### src/rtl/uart_pkt_pkg.sv
// Shared types and constants for the framed UART sample transmitter.
// Holds the framer state encoding, 8N1 bit-time constants and the LEN helper.
package uart_pkt_pkg;

  typedef enum logic [2:0] {
    ST_IDLE,
    ST_SYNC,
    ST_LEN,
    ST_PAY_HI,
    ST_PAY_LO,
    ST_CHK
  } frame_state_t;

  localparam logic [7:0] DEFAULT_SYNC_BYTE = 8'hA5;

  // 8N1: start + 8 data + stop
  localparam int         BITS_PER_BYTE = 10;
  localparam logic [3:0] STOP_BIT_IDX  = 4'(BITS_PER_BYTE - 1);

  // LEN byte carries the payload size in bytes (two per 16-bit sample).
  function automatic logic [7:0] frame_len(input int unsigned samples);
    return 8'(2 * samples);
  endfunction

endpackage

### src/rtl/uart_byte_ser.sv
// 8N1 byte serializer: start bit, 8 data bits LSB first, stop bit, each BIT_COUNT cycles.
// The idle cycle after the shift phase doubles as the last stop-bit cycle, so bytes chain gaplessly.
module uart_byte_ser
  import uart_pkt_pkg::*;
#(
  parameter logic [9:0] BIT_COUNT = 10'd868
) (
  input  logic       clk,
  input  logic       reset,
  input  logic [7:0] byte_in,
  input  logic       byte_valid,
  output logic       byte_ready,
  output logic       tx
);

  typedef enum logic {SER_IDLE, SER_SHIFT} ser_state_t;

  ser_state_t  state, state_next;
  logic [8:0]  shreg;
  logic [3:0]  bit_idx;
  logic [9:0]  tick;
  logic        bit_end;
  logic        frame_end;

  assign bit_end    = (tick == BIT_COUNT - 10'd1);
  assign frame_end  = (bit_idx == STOP_BIT_IDX) && (tick == BIT_COUNT - 10'd2);
  assign byte_ready = (state == SER_IDLE);

  // NOTE: every always_comb output gets a default first so no path can infer a latch.
  always_comb begin
    state_next = state;
    case (state)
      SER_IDLE:  if (byte_valid) state_next = SER_SHIFT;
      SER_SHIFT: if (frame_end)  state_next = SER_IDLE;
      default:   state_next = SER_IDLE;
    endcase
  end

  // NOTE: sequential state uses non-blocking assignments so all registers update together.
  always_ff @(posedge clk) begin
    if (reset) begin
      state   <= SER_IDLE;
      tx      <= 1'b1;
      shreg   <= '1;
      bit_idx <= '0;
      tick    <= '0;
    end else begin
      state <= state_next;
      if (state == SER_IDLE) begin
        if (byte_valid) begin
          tx      <= 1'b0;
          shreg   <= {1'b1, byte_in};
          bit_idx <= '0;
          tick    <= '0;
        end
      end else if (bit_end) begin
        tick    <= '0;
        tx      <= shreg[0];
        shreg   <= {1'b1, shreg[8:1]};
        bit_idx <= bit_idx + 4'd1;
      end else begin
        tick <= tick + 10'd1;
      end
    end
  end

endmodule

### src/rtl/uart_packet_tx.sv
// Framed UART transmitter: sample FIFO feeding SYNC, LEN, payload (MSB first) packets.
// Define UART_PACKET_TX_CHECKSUM_EN to append an XOR checksum of LEN and payload bytes.
module uart_packet_tx
  import uart_pkt_pkg::*;
#(
  parameter logic [9:0] BIT_COUNT         = 10'd868,
  parameter int         FIFO_DEPTH        = 16,
  parameter int         SAMPLES_PER_FRAME = 4,
  parameter logic [7:0] SYNC_BYTE         = DEFAULT_SYNC_BYTE
) (
  input  logic        clk,
  input  logic        reset,
  input  logic [15:0] sample_in,
  input  logic        sample_valid,
  output logic        sample_ready,
  output logic        tx,
  output logic        busy,
  output logic        overflow
);

  localparam int               PTR_W       = $clog2(FIFO_DEPTH);
  localparam int               CNT_W       = PTR_W + 1;
  localparam logic [CNT_W-1:0] FULL_CNT    = CNT_W'(FIFO_DEPTH);
  localparam logic [CNT_W-1:0] FRAME_CNT   = CNT_W'(SAMPLES_PER_FRAME);
  localparam logic [6:0]       LAST_SAMPLE = 7'(SAMPLES_PER_FRAME - 1);
  localparam logic [7:0]       LEN_BYTE    = frame_len(SAMPLES_PER_FRAME);

  logic [15:0]      mem [FIFO_DEPTH];
  logic [PTR_W-1:0] wr_ptr, rd_ptr;
  logic [CNT_W-1:0] count;
  logic             push, pop;
  logic [15:0]      head;

  frame_state_t state, state_next;
  logic [6:0]   sent;
  logic [7:0]   byte_data;
  logic         byte_valid, byte_ready;
`ifdef UART_PACKET_TX_CHECKSUM_EN
  logic [7:0]   checksum;
`endif

  // Ready comes from the registered count, so a write coinciding with a pop while full is refused.
  assign sample_ready = (count != FULL_CNT);
  assign push         = sample_valid && sample_ready;
  assign head         = mem[rd_ptr];

  // NOTE: storage is not reset; only pointers and count define what is valid.
  always_ff @(posedge clk) begin
    if (push) mem[wr_ptr] <= sample_in;
  end

  always_ff @(posedge clk) begin
    if (reset) begin
      wr_ptr   <= '0;
      rd_ptr   <= '0;
      count    <= '0;
      overflow <= 1'b0;
    end else begin
      if (push) wr_ptr <= wr_ptr + 1'b1;
      if (pop)  rd_ptr <= rd_ptr + 1'b1;
      count    <= count + CNT_W'(push) - CNT_W'(pop);
      overflow <= sample_valid && !sample_ready;
    end
  end

  always_comb begin
    state_next = state;
    byte_valid = 1'b0;
    byte_data  = SYNC_BYTE;
    pop        = 1'b0;
    case (state)
      ST_IDLE: if (count >= FRAME_CNT) state_next = ST_SYNC;
      ST_SYNC: begin
        byte_valid = 1'b1;
        if (byte_ready) state_next = ST_LEN;
      end
      ST_LEN: begin
        byte_valid = 1'b1;
        byte_data  = LEN_BYTE;
        if (byte_ready) state_next = ST_PAY_HI;
      end
      ST_PAY_HI: begin
        byte_valid = 1'b1;
        byte_data  = head[15:8];
        if (byte_ready) state_next = ST_PAY_LO;
      end
      ST_PAY_LO: begin
        byte_valid = 1'b1;
        byte_data  = head[7:0];
        if (byte_ready) begin
          pop = 1'b1;
          if (sent != LAST_SAMPLE) state_next = ST_PAY_HI;
`ifdef UART_PACKET_TX_CHECKSUM_EN
          else                     state_next = ST_CHK;
`else
          else                     state_next = ST_IDLE;
`endif
        end
      end
`ifdef UART_PACKET_TX_CHECKSUM_EN
      ST_CHK: begin
        byte_valid = 1'b1;
        byte_data  = checksum;
        if (byte_ready) state_next = ST_IDLE;
      end
`endif
      default: state_next = ST_IDLE;
    endcase
  end

  // busy spans start bit to the serializer's idle cycle that ends the final stop bit.
  always_ff @(posedge clk) begin
    if (reset) begin
      state <= ST_IDLE;
      sent  <= '0;
      busy  <= 1'b0;
    end else begin
      state <= state_next;
      if (state == ST_SYNC) sent <= '0;
      else if (pop)         sent <= sent + 7'd1;
      if (state == ST_SYNC && byte_ready)      busy <= 1'b1;
      else if (state == ST_IDLE && byte_ready) busy <= 1'b0;
    end
  end

`ifdef UART_PACKET_TX_CHECKSUM_EN
  always_ff @(posedge clk) begin
    if (reset) begin
      checksum <= '0;
    end else if (byte_valid && byte_ready) begin
      if (state == ST_LEN)                               checksum <= LEN_BYTE;
      else if (state == ST_PAY_HI || state == ST_PAY_LO) checksum <= checksum ^ byte_data;
    end
  end
`endif

  uart_byte_ser #(.BIT_COUNT(BIT_COUNT)) u_ser (
    .clk        (clk),
    .reset      (reset),
    .byte_in    (byte_data),
    .byte_valid (byte_valid),
    .byte_ready (byte_ready),
    .tx         (tx)
  );

endmodule
### config.mk
export PLATFORM = sky130hd
export DESIGN_NAME = uart_packet_tx
export DESIGN_NICKNAME = d
export VERILOG_FILES = /design/src/rtl/uart_pkt_pkg.sv /design/src/rtl/uart_byte_ser.sv /design/src/rtl/uart_packet_tx.sv
export SDC_FILE = /design/constraint.sdc
export NUM_CORES = 1
export LEC_CHECK = 0
export BUFFER_PORTS_ARGS = -buffer_cell sky130_fd_sc_hd__buf_2
export CORE_MARGIN = 8
export CORE_UTILIZATION = 30
export CTS_BUF_LIST = sky130_fd_sc_hd__clkbuf_2 sky130_fd_sc_hd__clkbuf_4 sky130_fd_sc_hd__clkbuf_8
export DETAILED_ROUTE_END_ITERATION = 10
export GPL_ROUTABILITY_DRIVEN = 0
export SLEW_MARGIN = 10
export SYNTH_ARGS = -nofsm -noshare
export SYNTH_HDL_FRONTEND = slang
export SYNTH_SLANG_ARGS = --single-unit
### constraint.sdc
create_clock -name clk -period 4.7 [get_ports clk]
set_input_delay 0.235 -clock clk [delete_from_list [all_inputs] [get_ports clk]]
set_output_delay 0.235 -clock clk [all_outputs]
set_load 0.01 [all_outputs]
After elaboration in Yosys (flattened, before gate mapping)
Memories as Yosys holds them, arrays and structs flattened. A register that Yosys moved wholly into a read port is not among the register bits.
Cells that the tools add are included.
{"block": "word_totals", "reg_bits": 50, "in_bits": 19, "n_memories": 1, "ramBits": 256}
{"block": "op_classes", "reduce_logical": 13, "n_bitwise": 1, "muxes": 32, "eq_ne": 15, "magnitude_cmp": 1, "addsub": 7}
{"memory": "mem", "words": 16, "word_bits": 16, "rd": 1, "rd_ports_with_merged_regs": 1, "write_ports": 1, "line_no": "uart_packet_tx.sv:28", "rtl": "logic [15:0] mem [FIFO_DEPTH];"}
{"cell": "$mux W10", "n": 3}
{"cell": "$mux W9", "n": 3}
{"cell": "$pmux W8 S3", "n": 1}
{"cell": "$eq A10 B10 Y1 const B", "n": 2}
{"cell": "$mux W4", "n": 5}
{"cell": "$mux W3", "n": 5}
{"cell": "$pmux W3 S5", "n": 1}
{"cell": "$add A4 B1 Y4 const B", "n": 3}
{"cell": "$mux W1", "n": 12}
{"cell": "$ne A2 B2 Y1 const B", "n": 6}
{"cell": "$add A10 B1 Y10 const B", "n": 1}
{"cell": "$add A7 B1 Y7 const B", "n": 1}
{"cell": "$ne A7 B2 Y1 const B", "n": 1}
{"cell": "$eq A3 B2 Y1 const B", "n": 2}
{"cell": "$add A5 B1 Y5", "n": 1}
{"cell": "$ge A5 B3 Y1 const B", "n": 1}
{"cell": "$logic_and A1 B1 Y1", "n": 5}
{"cell": "$ne A5 B5 Y1 const B", "n": 1}
{"cell": "$reduce_and A5 Y1", "n": 1}
{"cell": "$sub A5 B1 Y5", "n": 1}
{"cell": "$eq A4 B4 Y1 const B", "n": 1}
{"cell": "$reduce_bool A2 Y1", "n": 2}
{"cell": "$reduce_or A4 Y1", "n": 1}
{"cell": "$eq A3 B1 Y1 const B", "n": 1}
{"cell": "8 further kinds", "n": 8}

Longest topological paths before layout
{"block": "depth", "depth_word": 5, "ltp_mapped": 14}

Cells and area by module
From an unflattened synthesis, not the netlist that was laid out.
{"block": "unflattened", "hier_cells": 771, "area_unflattened_um2": 12598.3}
{"module": "uart_packet_tx", "cells_each": 625, "area_per_inst_um2": 11320.9, "n_inst": 1}
{"module": "uart_byte_ser", "cells_each": 146, "area_per_inst_um2": 1277.5, "n_inst": 1}

Worst setup path after synthesis
No wires, ideal clock.
{"block": "synth_timing", "path_kind": "register to register", "from": "register count[2]", "to": "memory mem[3][0], enable pin", "setup_time_ns": 0.409, "stages_incl_launch_ff": 8, "required_ns": 4.291, "period_less_slack_ns": 2.898, "slack_ns": 1.802, "arrival_ns": 2.489, "n_path_buf": 1, "path_cell_list": "dfxtp_1 inv_1 ha_1 nand4bb_1 and2_1 clkbuf_1 nand2_1 nor3_1"}
{"block": "synth_via", "elab_chain_cells": 4}
{"item": "start, declared", "line_no": "uart_packet_tx.sv:30", "rtl": "logic [CNT_W-1:0] count;"}
{"item": "start signal, assigned", "line_no": "uart_packet_tx.sv:61", "rtl": "count <= count + CNT_W'(push) - CNT_W'(pop);"}
{"item": "$ne A5 B5 Y1", "line_no": "uart_packet_tx.sv:43", "rtl": "assign sample_ready = (count != FULL_CNT);"}
{"item": "via sample_ready", "line_no": "uart_packet_tx.sv:15", "rtl": "output logic sample_ready,"}
{"item": "$logic_and A1 B1 Y1", "line_no": "uart_packet_tx.sv:44", "rtl": "assign push = sample_valid && sample_ready;"}
{"item": "$mux W1", "line_no": "uart_packet_tx.sv:49", "rtl": "if (push) mem[wr_ptr] <= sample_in;"}
{"item": "$mux W1 (implied by the code)", "line_no": "uart_packet_tx.sv:49"}
{"item": "end, declared", "line_no": "uart_packet_tx.sv:28"}
The timed path passes the listed nets, and every way through them passes these cells.

Final worst setup path
{"block": "layout_timing", "from": "register state[2]", "to": "register u_ser.shreg[2]"}
{"block": "layout_via", "elab_chain_cells": 5, "word_cells_on_any_way": 11, "cone_classes": "eq/ne (4); mux (4); reduce/logical (3)"}
{"item": "start, declared", "line_no": "uart_packet_tx.sv:34", "rtl": "frame_state_t state, state_next;"}
{"item": "start signal, assigned", "line_no": "uart_packet_tx.sv:118", "rtl": "state <= state_next;"}
{"item": "$eq A3 B1 Y1 (tied with other cells)", "line_no": "uart_packet_tx.sv:71", "rtl": "case (state)"}
{"item": "$reduce_or A4 Y1 (no line)"}
{"item": "$mux W1", "line_no": "uart_packet_tx.sv:71"}
{"item": "$reduce_bool A2 Y1 (no line)"}
{"item": "$reduce_and A2 Y1 (no line)"}
{"item": "end signal, assigned", "line_no": "uart_byte_ser.sv:52", "rtl": "shreg <= {1'b1, byte_in};"}
{"item": "end signal, assigned", "line_no": "uart_byte_ser.sv:59", "rtl": "shreg <= {1'b1, shreg[8:1]};"}
{"item": "end, declared", "line_no": "uart_byte_ser.sv:19", "rtl": "logic [8:0] shreg;"}
Several ways; a longest one is shown, not always the timed one. The select of a mux whose other input is x is not followed.
A chain may end at the register's enable or synchronous reset.

==> qor.yml <==
cts_resized: 0
cts.sinks: 309
synth_edf_count: 256
avgViaCountPerCell: 4.94
yosys_warnings: 0
crit_fanout: 17
synthCells: 768
status: "completed"
root_buffer: "clkbuf_8"
crit_path_end_kind: "flip-flop"
ys_seq_area_share_pct: 69.6
rsz0062_at_grt: "false"
io-pin-count: 23
crit_type: "flip-flop to flip-flop"
ant_nets: 0
fin_crit_sh_pct: 60.5
drt-initial-drc-count: 475
drv_cap: 0
tritoncts: "built"
grt_pass1_wl_um: 42900
synth_seq_cells: 309
overflow: 0
rr_worst_depth: 5
netlist_area_mm2: 0.0126
crit_required_ns: 5.15
grt_antenna_before_repair: 0
synth-main-ff-cell: "edfxtp_1"
min_path_cells: 1
grtUsageTotal_pct: 11.6
worstReg2RegStart: "state[2]"
timing.rr.end: "u_ser.shreg[2]"
hold_viol: 0
antennaDiodeCount: 0
synth_cell_types: 65
min-delay-start: "sample_in[2]"
syn_avg_cell_area_um2: 16.4
setup_tns_ns: 0
p_leak_nw: 4.58
max_freq_ghz: 0.352
rrSetupSlack_ns: 1.86
worst_pin_slew_ns: 1.15
crit_arrival_ns: 3.30
dp_cells: 1309
rows: 75
port_buffers: 22
relSlewSlack_pct: 22.3
hold_class: "primary input to flip-flop"
n_fill_cell: 4007
start_kind: "flip-flop"
setup_viol: 0
coreArea_mm2: 0.0417
die-area_mm2: 0.0487
synth_most_common_cell: "edfxtp_1"
drc_errors: 0
wl_um: 28100
slew_violations: 0
synthTopCellsByArea: "edfxtp_1 61%, dfxtp_1 8.4%, mux4_2 7.7%"
regArea_mm2: 0.00876
p_per_area_mw_per_mm2: 431
grt_max_degree: 54
nets: 869
syn2layout_area_growth_pct: 15.0
whs_endpoint: "mem[4][2]"
dieHeight_um: 221
synth_top_cell_area_share_pct: 61.1
clock_latency_ns: 0.60
clk_path_buf_depth: 3
drive_gt1_share_pct: 23.5
fin_skew_ns: 0.0493
fin_cells: 1411
start_util_pct: 30.2
die_x_um: 221
post-cts-setup-buffers: 0
synth_fp_nets: 804
synth_top_area_cell: "edfxtp_1"
first_pass_iters: 4
synth_common_cells: "256 x edfxtp_1, 61 x nor2_1, 53 x dfxtp_1"
cts_made_buffers: 50
dp_hpwl_um: 16700
grt_pass1_vias: 7166
min_period_ns: 2.84
max-vdd-ir-drop_v: 0.000187
multi_input_area_mm2: 0.00361
async_flop_share_pct: 0
clk_pin_slew_ns: 0.07
wire_per_inst_um: 19.9
h-tree-depth: 2
vias: 6967
## state kept, by name, summed over array words and instances, names as in the netlist, named ones only
signal	flops
busy	1
count	5
mem	256
overflow	1
rd_ptr	4
sent	7
state	3
u_ser.bit_idx	4
u_ser.shreg	8
u_ser.state	1
u_ser.tick	10
u_ser.tx	1
wr_ptr	4
## stage by stage
stage	area [µm²]	total power, mW	hold slack [ns]	utilization (%)	worst slack, ns
finish	14500	6.23	0.0418	34.7	1.86
global route	14500	6.52	0.00971	34.7	1.58
CTS	14500	6.31	0.00150	34.7	1.84
detailed placement	13400	3.99	0.469	32.1	1.87
global placement	13400	3.98	0.465	32.1	1.94
floorplan	12600	3.75	0.334	-	1.80
## layout by cell type (no fill, tap or decap), drive strengths merged, types with 6 or more instances in the layout
master | netlist | routed
nor3 | 12 | 12
inv | 17 | 19
dfxtp | 53 | 53
clkinv | 0 | 15
clkbuf | 18 | 71
nand2b | 8 | 8
ha | 16 | 16
nand3 | 6 | 6
nor3b | 6 | 6
mux2 | 8 | 8
edfxtp | 256 | 256
nor2 | 61 | 61
o21ai | 18 | 18
nand2 | 33 | 33
mux2i | 29 | 29
mux4 | 51 | 51
nand4 | 6 | 6
dlygate4sd3 | 0 | 11
xor2 | 9 | 9
a21oi | 29 | 29
a22oi | 16 | 16
buf | 21 | 41
## cells by family after synthesis
group / count (synthesis) / share of synthesized area [%]
XOR/XNOR: 13 / 0.905
buffers and inverters: 56 / 2.21
flip-flops: 309 / 69.6
AO/OA/AOI/OAI: 116 / 6.43
AND/OR/NAND/NOR: 169 / 6.75
adder cells (fa/ha/maj): 17 / 1.75
multiplexers: 88 / 12.4
## layer usage
| metal | GRT usage [%] | vias to the layer above | share of wire, % |
|---|---|---|---|
| met5 | 0 | - | 0 |
| met4 | 4.38 | 0 | 2.8 |
| met3 | 2.46 | 57 | 5.6 |
| met2 | 18.7 | 192 | 47 |
| met1 | 15.3 | 3535 | 44 |
| li1 | - | 3183 | - |
## worst max-delay path by stage
| stage | from | end | slack, ns | depth (start not counted) |
|---|---|---|---|---|
| floorplan | count[2] | mem[3][0] | 1.80 | 7 |
| global placement | state[2] | u_ser.shreg[2] | 1.94 | 5 |
| detailed placement | state[2] | count[4] | 1.87 | 10 |
| CTS | state[2] | count[4] | 1.84 | 10 |
| global route | state[2] | count[4] | 1.58 | 10 |
| finish | state[2] | u_ser.shreg[2] | 1.86 | 5 |
## area by class of cell
| cell class | count | share of cell area [%] |
|---|---|---|
| inverters | 17 | 0.441 |
| flip-flops and latches | 309 | 60.5 |
| multi-input cells | 403 | 25.0 |
| repair buffers | 52 | 2.51 |
| clock inverters | 20 | 0.995 |
| well taps | 539 | 4.66 |
| clock buffers | 71 | 5.89 |
## timing repair
| item | in CTS | in global routing |
|---|---|---|
| hold endpoints to repair | 128 | 0 |
| hold buffers | 11 | 0 |
| setup endpoints to repair | 0 | 0 |
## critical path, cell delays in order (launching register included)
cell,delay (ns)
dfxtp_1,0.58
nor4b_4,0.80
o21ai_1,0.43
a221oi_1,0.43
a21oi_1,0.15
a221o_1,0.33
## report_power, final
group | internal [mW] | switching [mW] | total (mW)
Sequential | 3.09 | 0.110 | 3.20
Combinational | 0.295 | 0.440 | 0.735
Clock | 1.24 | 1.05 | 2.29
Total | 4.63 | 1.60 | 6.23
Power figures use the tool's default switching activity.
